`config.mk`:
```
export PLATFORM = sky130hd
export DESIGN_NAME = pipe_link_flat
export DESIGN_NICKNAME = d
export VERILOG_FILES = /design/src/rtl/pipe_link_if.sv /design/src/rtl/pipe_link.sv /design/src/flat_wrapper.sv
export SDC_FILE = /design/constraint.sdc
export NUM_CORES = 1
export LEC_CHECK = 0
export ABC_CLOCK_PERIOD_IN_PS = 7900
export CORE_ASPECT_RATIO = 1.75
export CORE_MARGIN = 4
export CORE_UTILIZATION = 45
export DETAILED_ROUTE_END_ITERATION = 10
export SLEW_MARGIN = 40
export SYNTH_ARGS = -nofsm -noshare
export SYNTH_HDL_FRONTEND = slang
export SYNTH_SLANG_ARGS = --single-unit
```
`constraint.sdc`:
```
create_clock -name clk -period 7.9 [get_ports clk]
set_clock_uncertainty 0.2 [all_clocks]
set_input_delay 1.185 -clock clk [delete_from_list [all_inputs] [get_ports clk]]
set_output_delay 1.185 -clock clk [all_outputs]
set_load 0.005 [all_outputs]
```
`src/rtl/pipe_link_if.sv`:
```
// Bus bundle for pipe_link: write/read handshakes, flush and status.
// The master side drives requests; the slave side is the FIFO itself.
interface pipe_link_if #(
  parameter int DATA_L = 64,
  parameter int ADDR_L = 4
);
  logic              flush;
  logic              we;
  logic [DATA_L-1:0] din;
  logic              full;
  logic              afull;
  logic              re;
  logic [DATA_L-1:0] dout;
  logic              av;
  logic [ADDR_L:0]   cnt;
  logic              ovf;

  modport master (output flush, we, din, re,
                  input  full, afull, dout, av, cnt, ovf);
  modport slave  (input  flush, we, din, re,
                  output full, afull, dout, av, cnt, ovf);
endinterface

```
`src/rtl/pipe_link.sv`:
```
// Inter-stage FWFT FIFO with flush, almost-full look-ahead and a sticky error flag.
// Define PIPE_LINK_BYPASS_EN to let a write into an empty FIFO appear at dout in the same cycle.
module pipe_link #(
  parameter int DATA_L   = 64,
  parameter int ADDR_L   = 4,
  parameter int AFULL_TH = 2
) (
  input logic       clk,
  input logic       rst,
  pipe_link_if.slave bus
);
  localparam int              DEPTH   = 1 << ADDR_L;
  localparam logic [ADDR_L:0] DEPTH_C = DEPTH[ADDR_L:0];

  logic [DATA_L-1:0] mem [DEPTH];
  logic [ADDR_L-1:0] wptr, rptr;
  logic [ADDR_L:0]   cnt, free;
  logic              ovf;
  logic              empty, full, av, byp, pop, do_wr, do_rd, drop, under;

  always_comb begin
    empty = (cnt == '0);
    full  = (cnt == DEPTH_C);
    free  = DEPTH_C - cnt;
`ifdef PIPE_LINK_BYPASS_EN
    byp   = empty & ~bus.flush & bus.we;
`else
    byp   = 1'b0;
`endif
    av    = ~empty | byp;
    pop   = bus.re & av;
    // A bypassed word that is popped at once never touches storage.
    do_wr = bus.we & (~full | pop) & ~(byp & bus.re) & ~bus.flush;
    do_rd = pop & ~byp & ~bus.flush;
    drop  = bus.we & full & ~pop & ~bus.flush;
    under = bus.re & ~av & ~bus.flush;
  end

  assign bus.full  = full;
  assign bus.afull = int'(free) <= AFULL_TH;
  assign bus.av    = av;
  assign bus.cnt   = cnt;
  assign bus.ovf   = ovf;
  assign bus.dout  = byp ? bus.din : mem[rptr];

  always_ff @(posedge clk or negedge rst) begin
    if (!rst) begin
      wptr <= '0;
      rptr <= '0;
      cnt  <= '0;
      ovf  <= 1'b0;
    end else begin
      if (drop | under) ovf <= 1'b1;
      if (bus.flush) begin
        wptr <= '0;
        rptr <= '0;
        cnt  <= '0;
      end else begin
        if (do_wr) wptr <= wptr + 1'b1;
        if (do_rd) rptr <= rptr + 1'b1;
        case ({do_wr, do_rd})
          2'b10:   cnt <= cnt + 1'b1;
          2'b01:   cnt <= cnt - 1'b1;
          default: ;
        endcase
      end
    end
  end

  // Storage is deliberately left out of reset; occupancy alone defines validity.
  always_ff @(posedge clk) begin
    if (do_wr) mem[wptr] <= bus.din;
  end
endmodule

```
`src/flat_wrapper.sv`:
```
// flat-port wrapper written by rule: the top's interface ports become plain ports
module pipe_link_flat 
#(
  parameter int DATA_L   = 64,
  parameter int ADDR_L   = 4,
  parameter int AFULL_TH = 2
)
  (clk, rst, bus_flush, bus_we, bus_din, bus_re, bus_full, bus_afull, bus_dout, bus_av, bus_cnt, bus_ovf);
  pipe_link_if #(.DATA_L(DATA_L), .ADDR_L(ADDR_L)) bus_i ();
  input logic clk;
  input logic rst;
  input wire logic [$bits(bus_i.flush)-1:0] bus_flush;
  input wire logic [$bits(bus_i.we)-1:0] bus_we;
  input wire logic [$bits(bus_i.din)-1:0] bus_din;
  input wire logic [$bits(bus_i.re)-1:0] bus_re;
  output wire logic [$bits(bus_i.full)-1:0] bus_full;
  output wire logic [$bits(bus_i.afull)-1:0] bus_afull;
  output wire logic [$bits(bus_i.dout)-1:0] bus_dout;
  output wire logic [$bits(bus_i.av)-1:0] bus_av;
  output wire logic [$bits(bus_i.cnt)-1:0] bus_cnt;
  output wire logic [$bits(bus_i.ovf)-1:0] bus_ovf;
  assign bus_i.flush = bus_flush;
  assign bus_i.we = bus_we;
  assign bus_i.din = bus_din;
  assign bus_i.re = bus_re;
  assign bus_full = bus_i.full;
  assign bus_afull = bus_i.afull;
  assign bus_dout = bus_i.dout;
  assign bus_av = bus_i.av;
  assign bus_cnt = bus_i.cnt;
  assign bus_ovf = bus_i.ovf;
  pipe_link #(.DATA_L(DATA_L), .ADDR_L(ADDR_L), .AFULL_TH(AFULL_TH)) u_core (.clk(clk), .rst(rst), .bus(bus_i));
endmodule
```
[Word level (Yosys, flattened, before mapping)]
Memories as Yosys holds them, arrays and structs flattened.
Cells that the tools add are included.
Cells by class
  $add $sub $neg: 5
  multiply operators: 0
  div/mod/pow operators: 0
  magnitude comparators: 1
  equal/unequal tests: 3
  shifts and indexed selects: 0
  multiplexer cells: 8
  bitwise gates (word level): 15
  reductions and logical operators: 4
Operator list (number)
  4-bit two-way mux: 4
  5-bit case mux with 2 select lines: 1
  1-bit bitwise AND: 9
  4-bit by 1-bit adder with 4-bit output (second input constant): 2
  5-bit by 1-bit adder with 5-bit output (second input constant): 1
  5-bit equality test (second input constant): 1
  5-bit by 2-bit less-or-equal comparator with 1-bit output (second input constant): 1
  5-bit logical NOT: 1
  5-bit two-way mux: 1
  5-bit by 1-bit subtractor with 5-bit output (second input constant): 1
  5-bit subtractor (first input constant): 1
  1-bit NOT: 4
  2-bit nonzero test: 2
  3-bit nonzero test: 1
  2-bit by 1-bit equality test with 1-bit output (second input constant): 1
  2-bit equality test (second input constant): 1
  1-bit two-way mux: 2
  1-bit bitwise OR: 2
Word-level totals
  register bits: 14
  bits in latches: 0
  bits in writable memories: 1024
  ROM bits: 0
  bits of input ports: 69
  output and inout port bits: 73
  word-level logic and storage cells: 41
  memories: 1
Memory list
  u_core.mem: depth 16, bits a word 64, read ports 1, clocked after Yosys merged registers in 0, wr ports 1, RTL line pipe_link.sv:15  | logic [DATA_L-1:0] mem [DEPTH];

[Logic depth before layout (Yosys ltp)]
  word-level depth: 9
  mapped depth: 11
  mapped depth without buffers: 11

[Worst setup path after synthesis]
OpenSTA, ideal clock, no wires.
  path kind: reg-to-reg
  from: register u_core.cnt[1] (netlist: u_core.bus.cnt[1])
  to: memory u_core.mem[0][0] (enable)
  setup time: 0.565 ns
  arrival time: 6.356 ns
  required time: 7.135 ns
  slack: 0.779 ns
  cell stages (with the launch flop): 10
  path buffers: 1
  period minus slack after synthesis: 7.121 ns
  cell sequence: dfrtp_1 > inv_1 > ha_1 > nor3b_1 > ha_1 > nand2b_1 > clkbuf_1 > a211oi_1 > nand2_1 > nor3_1
Between the ends
  cells in the longest elaborated chain, start to end: 8
  elaborated cells on any way between the ends: 10
  those cells by class: eq/ne (1); mux (2); bitwise (6); reduce/logical (1)
RTL lines
  start, declared: RTL line pipe_link.sv:17  | logic [ADDR_L:0] cnt, free;
  start signal, assigned: RTL line pipe_link.sv:62  | 2'b10: cnt <= cnt + 1'b1;
  start signal, assigned: RTL line pipe_link.sv:63  | 2'b01: cnt <= cnt - 1'b1;
  5-bit logical NOT: RTL line pipe_link.sv:22  | empty = (cnt == '0);
  1-bit NOT: RTL line pipe_link.sv:30  | av = ~empty | byp;
  1-bit bitwise AND: RTL line pipe_link.sv:31  | pop = bus.re & av;
  1-bit bitwise OR (*): RTL line pipe_link.sv:33  | do_wr = bus.we & (~full | pop) & ~(byp & bus.re) & ~bus.flush;
  1-bit bitwise AND (*) (2 in series): RTL line pipe_link.sv:33
  1-bit two-way mux (*): RTL line pipe_link.sv:72  | if (do_wr) mem[wptr] <= bus.din;
  1-bit two-way mux (implied by the code) (*): RTL line pipe_link.sv:72
  end, declared: RTL line pipe_link.sv:15
Mark *: on every way between the ends. The rest lies on a longest branch, timed or not.

[Final worst setup path]
  from: register u_core.rptr[2]
  to: output port bus_dout[34]
Between the ends
  cells in the longest elaborated chain, start to end: 1
RTL lines
  start, declared: RTL line pipe_link.sv:16  | logic [ADDR_L-1:0] wptr, rptr;
  start signal, assigned: RTL line pipe_link.sv:60  | if (do_rd) rptr <= rptr + 1'b1;
  memory read 16 x 64 bit
  end, declared: RTL line flat_wrapper.sv:18  | output wire logic [$bits(bus_i.dout)-1:0] bus_dout;
Every way passes these cells.

==> results.toml <==
[run_status]
outcome = "finished, final reports clean"

[finish]
drive_gt1_frac = 0.146
area_delta_synth_final_pct = 14.5
nets = 2217

[critical_path]
crit_family = "buffers and inverters"
r2r_start = "u_core.bus.cnt[1]"
start_kind = "flip-flop"
cp_max_fo = 60
critPathCaptureType = "output pin"
cp_num_buf_inv = 2
arrival_ns = 4.07
worstPathCellList = "nor2b_4 > buf_4 > a221oi_1 > a22oi_1 > nand2_1 > clkdlybuf4s50_1"
critical_path_class = "flip-flop to output pin"
r2r-end = "u_core.mem[5][50]"
slowest_delay_ns = 0.78
slowest_stage = "buf_4"
cp.required_ns = 6.51
ff2ff_path_depth = 9
r2r_slack_ns = 3.24

[clock_network]
post_cts_resized = 0
cts_tree = "built"
cts_hold_buf = 0
cts_setup_buffers = 0
root_buffer = "clkbuf_16"
clock_path_buffers = 3
numCtsBuffers = 90
clk_pin_slew_ns = 0.07
clk-insertion-delay-late_ns = 0.65
htreeDepth = 3
cts_num_sinks = 1038

[placement]
place.gp.congestion = 0.751
pre_cts_ws_ns = 2.70
place.detailed.hpwl_mm = 47.9
port_buffers = 141

[grt]
grt_util_all_layers = 0.188
antenna_found_initial = 6
grt_overflow = 0
grt_pass1_wl_mm = 131
grt_max_degree = 112
grt_pass1_vias = 20539

[detailed_routing]
dr.pass1.iters = 6
detail_route.wl_per_cell_um = 26.2
drt_wl_total_mm = 88.5
vias = 19364
drtAntennaViolNets = 0
post-route-drc-count = 0
drt_iter0_drc = 1621
avgViaCountPerCell = 5.73

[floorplan]
placementRows = 144
die_y_um = 402
num_io_pins = 142
initial_core_util = 0.454
die_w_um = 233
coreArea_um2 = 88100
design.die.area_um2 = 93900

[sta]
setup_viol = 0
fin_ws_ns = 2.45
finalHoldViolCount = 0
period_share = 0.690
tightest_slew_ns = 0.840
rsz0062_at_grt = "no"
setup_tns_ns = 0
report.final.slew_viol_count = 0
slew_headroom = 0.439
finalCriticalPeriod_ns = 5.45
max_freq_ghz = 0.183

[synthesis]
synth.most_common_cell = "edfxtp_1"
syn_inst = 1969
synth_mux_area_frac = 0.137
ys_seq_area_frac = 0.778
synth_common_cells = "edfxtp_1 (1024), mux2i_1 (258), a221oi_1 (128), mux4_2 (128), nand2_1 (76)"
synth_cell_types = 42
ys.flop_type = "edfxtp_1"
syn-num-nets = 2049
synthAdderAreaFrac = 0.00344
netlist_area_um2 = 40000
yosys-top-cells-area = "edfxtp_1 (77%), mux4_2 (7.2%), mux2i_1 (6.5%)"
synth-simple-area-share = 0.0137
synth_edf_count = 1024
synth_xor_xnor_area_share = 0.00197
async_reset_ff_frac = 0.0135
yosysTopAreaCellShare = 0.769
synth-seq-cells = 1038
syn_avg_cell_area_um2 = 20.3
synth_compound_area_frac = 0.0516
synth_top_family_by_area = "multiplexers"
yosysTopAreaCell = "edfxtp_1"
yosysWarnings = 0

[run]
drv_cap = 0

[power]
powerDensity_nw_per_um2 = 277
cellLeakagePower_uw = 0.0141
vdd_drop_max_uv = 149

[worst_hold_path]
min_path_type = "primary input to async pin"
[final cells by class]
| cell class | instances | area (um2) |
|---|---|---|
| clock buffers | 115 | 2410 |
| clock inverters | 51 | 338 |
| repair buffers | 187 | 2000 |
| flip-flops and latches | 1038 | 31100 |
| inverters | 10 | 38.8 |
| diodes | 3 | 7.51 |
| multi-input cells | 810 | 8410 |
| fillers | 6847 | 42300 |
| well taps | 1168 | 1460 |
[power by group]
group	total (uW)	internal [uW]	leakage (uW)	switching, uW
Combinational	2290	1190	0.00331	1090
Sequential	6240	6140	0.00940	93.5
Clock	4150	2230	0.00134	1920
[through the flow]
stage / power (uW) / util / std cells / cell area (um2) / hold slack, ns
6_report: 12700 / 0.520 / 3382 / 45800 / 0.260
5_1_grt: 13200 / 0.520 / 3379 / 45800 / 0.249
4_1_cts: 12800 / 0.518 / 3374 / 45600 / 0.217
3_5_place_dp: 8670 / 0.487 / 3208 / 42900 / 0.266
3_3_place_gp: 8630 / 0.485 / 3204 / 42800 / 0.280
2_1_floorplan: 7900 / - / 1969 / 40000 / 0.268
[worst register-to-register path: cells and delay by family (launching register included)]
kind                     cells  cell delay (ns)
AND/OR/NAND/NOR              4             1.57
flip-flops                   1             0.49
buffers and inverters        2             0.86
AO/OA/AOI/OAI                1             0.62
adder cells (fa/ha/maj)      2             0.51
[state kept, by name (all words and copies together) (netlist names)]
| register | count |
|---|---|
| u_core.wptr | 4 |
| u_core.bus.cnt | 5 |
| u_core.mem | 1024 |
| u_core.rptr | 4 |
| u_core.bus.ovf | 1 |
[per-layer routing]
| layer | vias to the layer above | wire [um] | track usage | part of all wire |
|---|---|---|---|---|
| met4 | 6 | 2210 | 0.0553 | 0.025 |
| met2 | 472 | 46900 | 0.335 | 0.53 |
| met5 | - | 47 | 0 | 0.00053 |
| met1 | 10208 | 35100 | 0.237 | 0.40 |
| li1 | 8560 | - | - | - |
| met3 | 118 | 4230 | 0.0319 | 0.048 |
[cell usage in the layout (no fill, tap or decap), types with 64 or more instances in the layout]
master / n
edfxtp_1: 1024
mux2i_1: 258
mux4_2: 128
a221oi_1: 128
a22oi_1: 64
clkbuf_16: 93
nand2_1: 76
clkdlybuf4s50_1: 140
o21ai_0: 67
[worst max-delay path by stage]
stage / from / end / cells past startpoint
2_1_floorplan: u_core.bus.cnt[1] / u_core.mem[0][0] / 9
3_3_place_gp: bus_flush / u_core.mem[4][36] / 5
3_5_place_dp: bus_flush / u_core.mem[4][36] / 5
4_1_cts: u_core.rptr[2] / bus_dout[38] / 6
5_1_grt: u_core.rptr[2] / bus_dout[38] / 6
6_report: u_core.rptr[2] / bus_dout[34] / 6
[cell families (layout without fill, tap and decap cells)]
family | Yosys count | after routing
buf+inv | 121 | 363
other cells | 0 | 3
flops | 1038 | 1038
simple gates | 125 | 125
xor+xnor | 9 | 9
compound gates | 279 | 279
mux | 386 | 386
fa+ha+maj | 11 | 11
(Power assumes the default switching activity.)
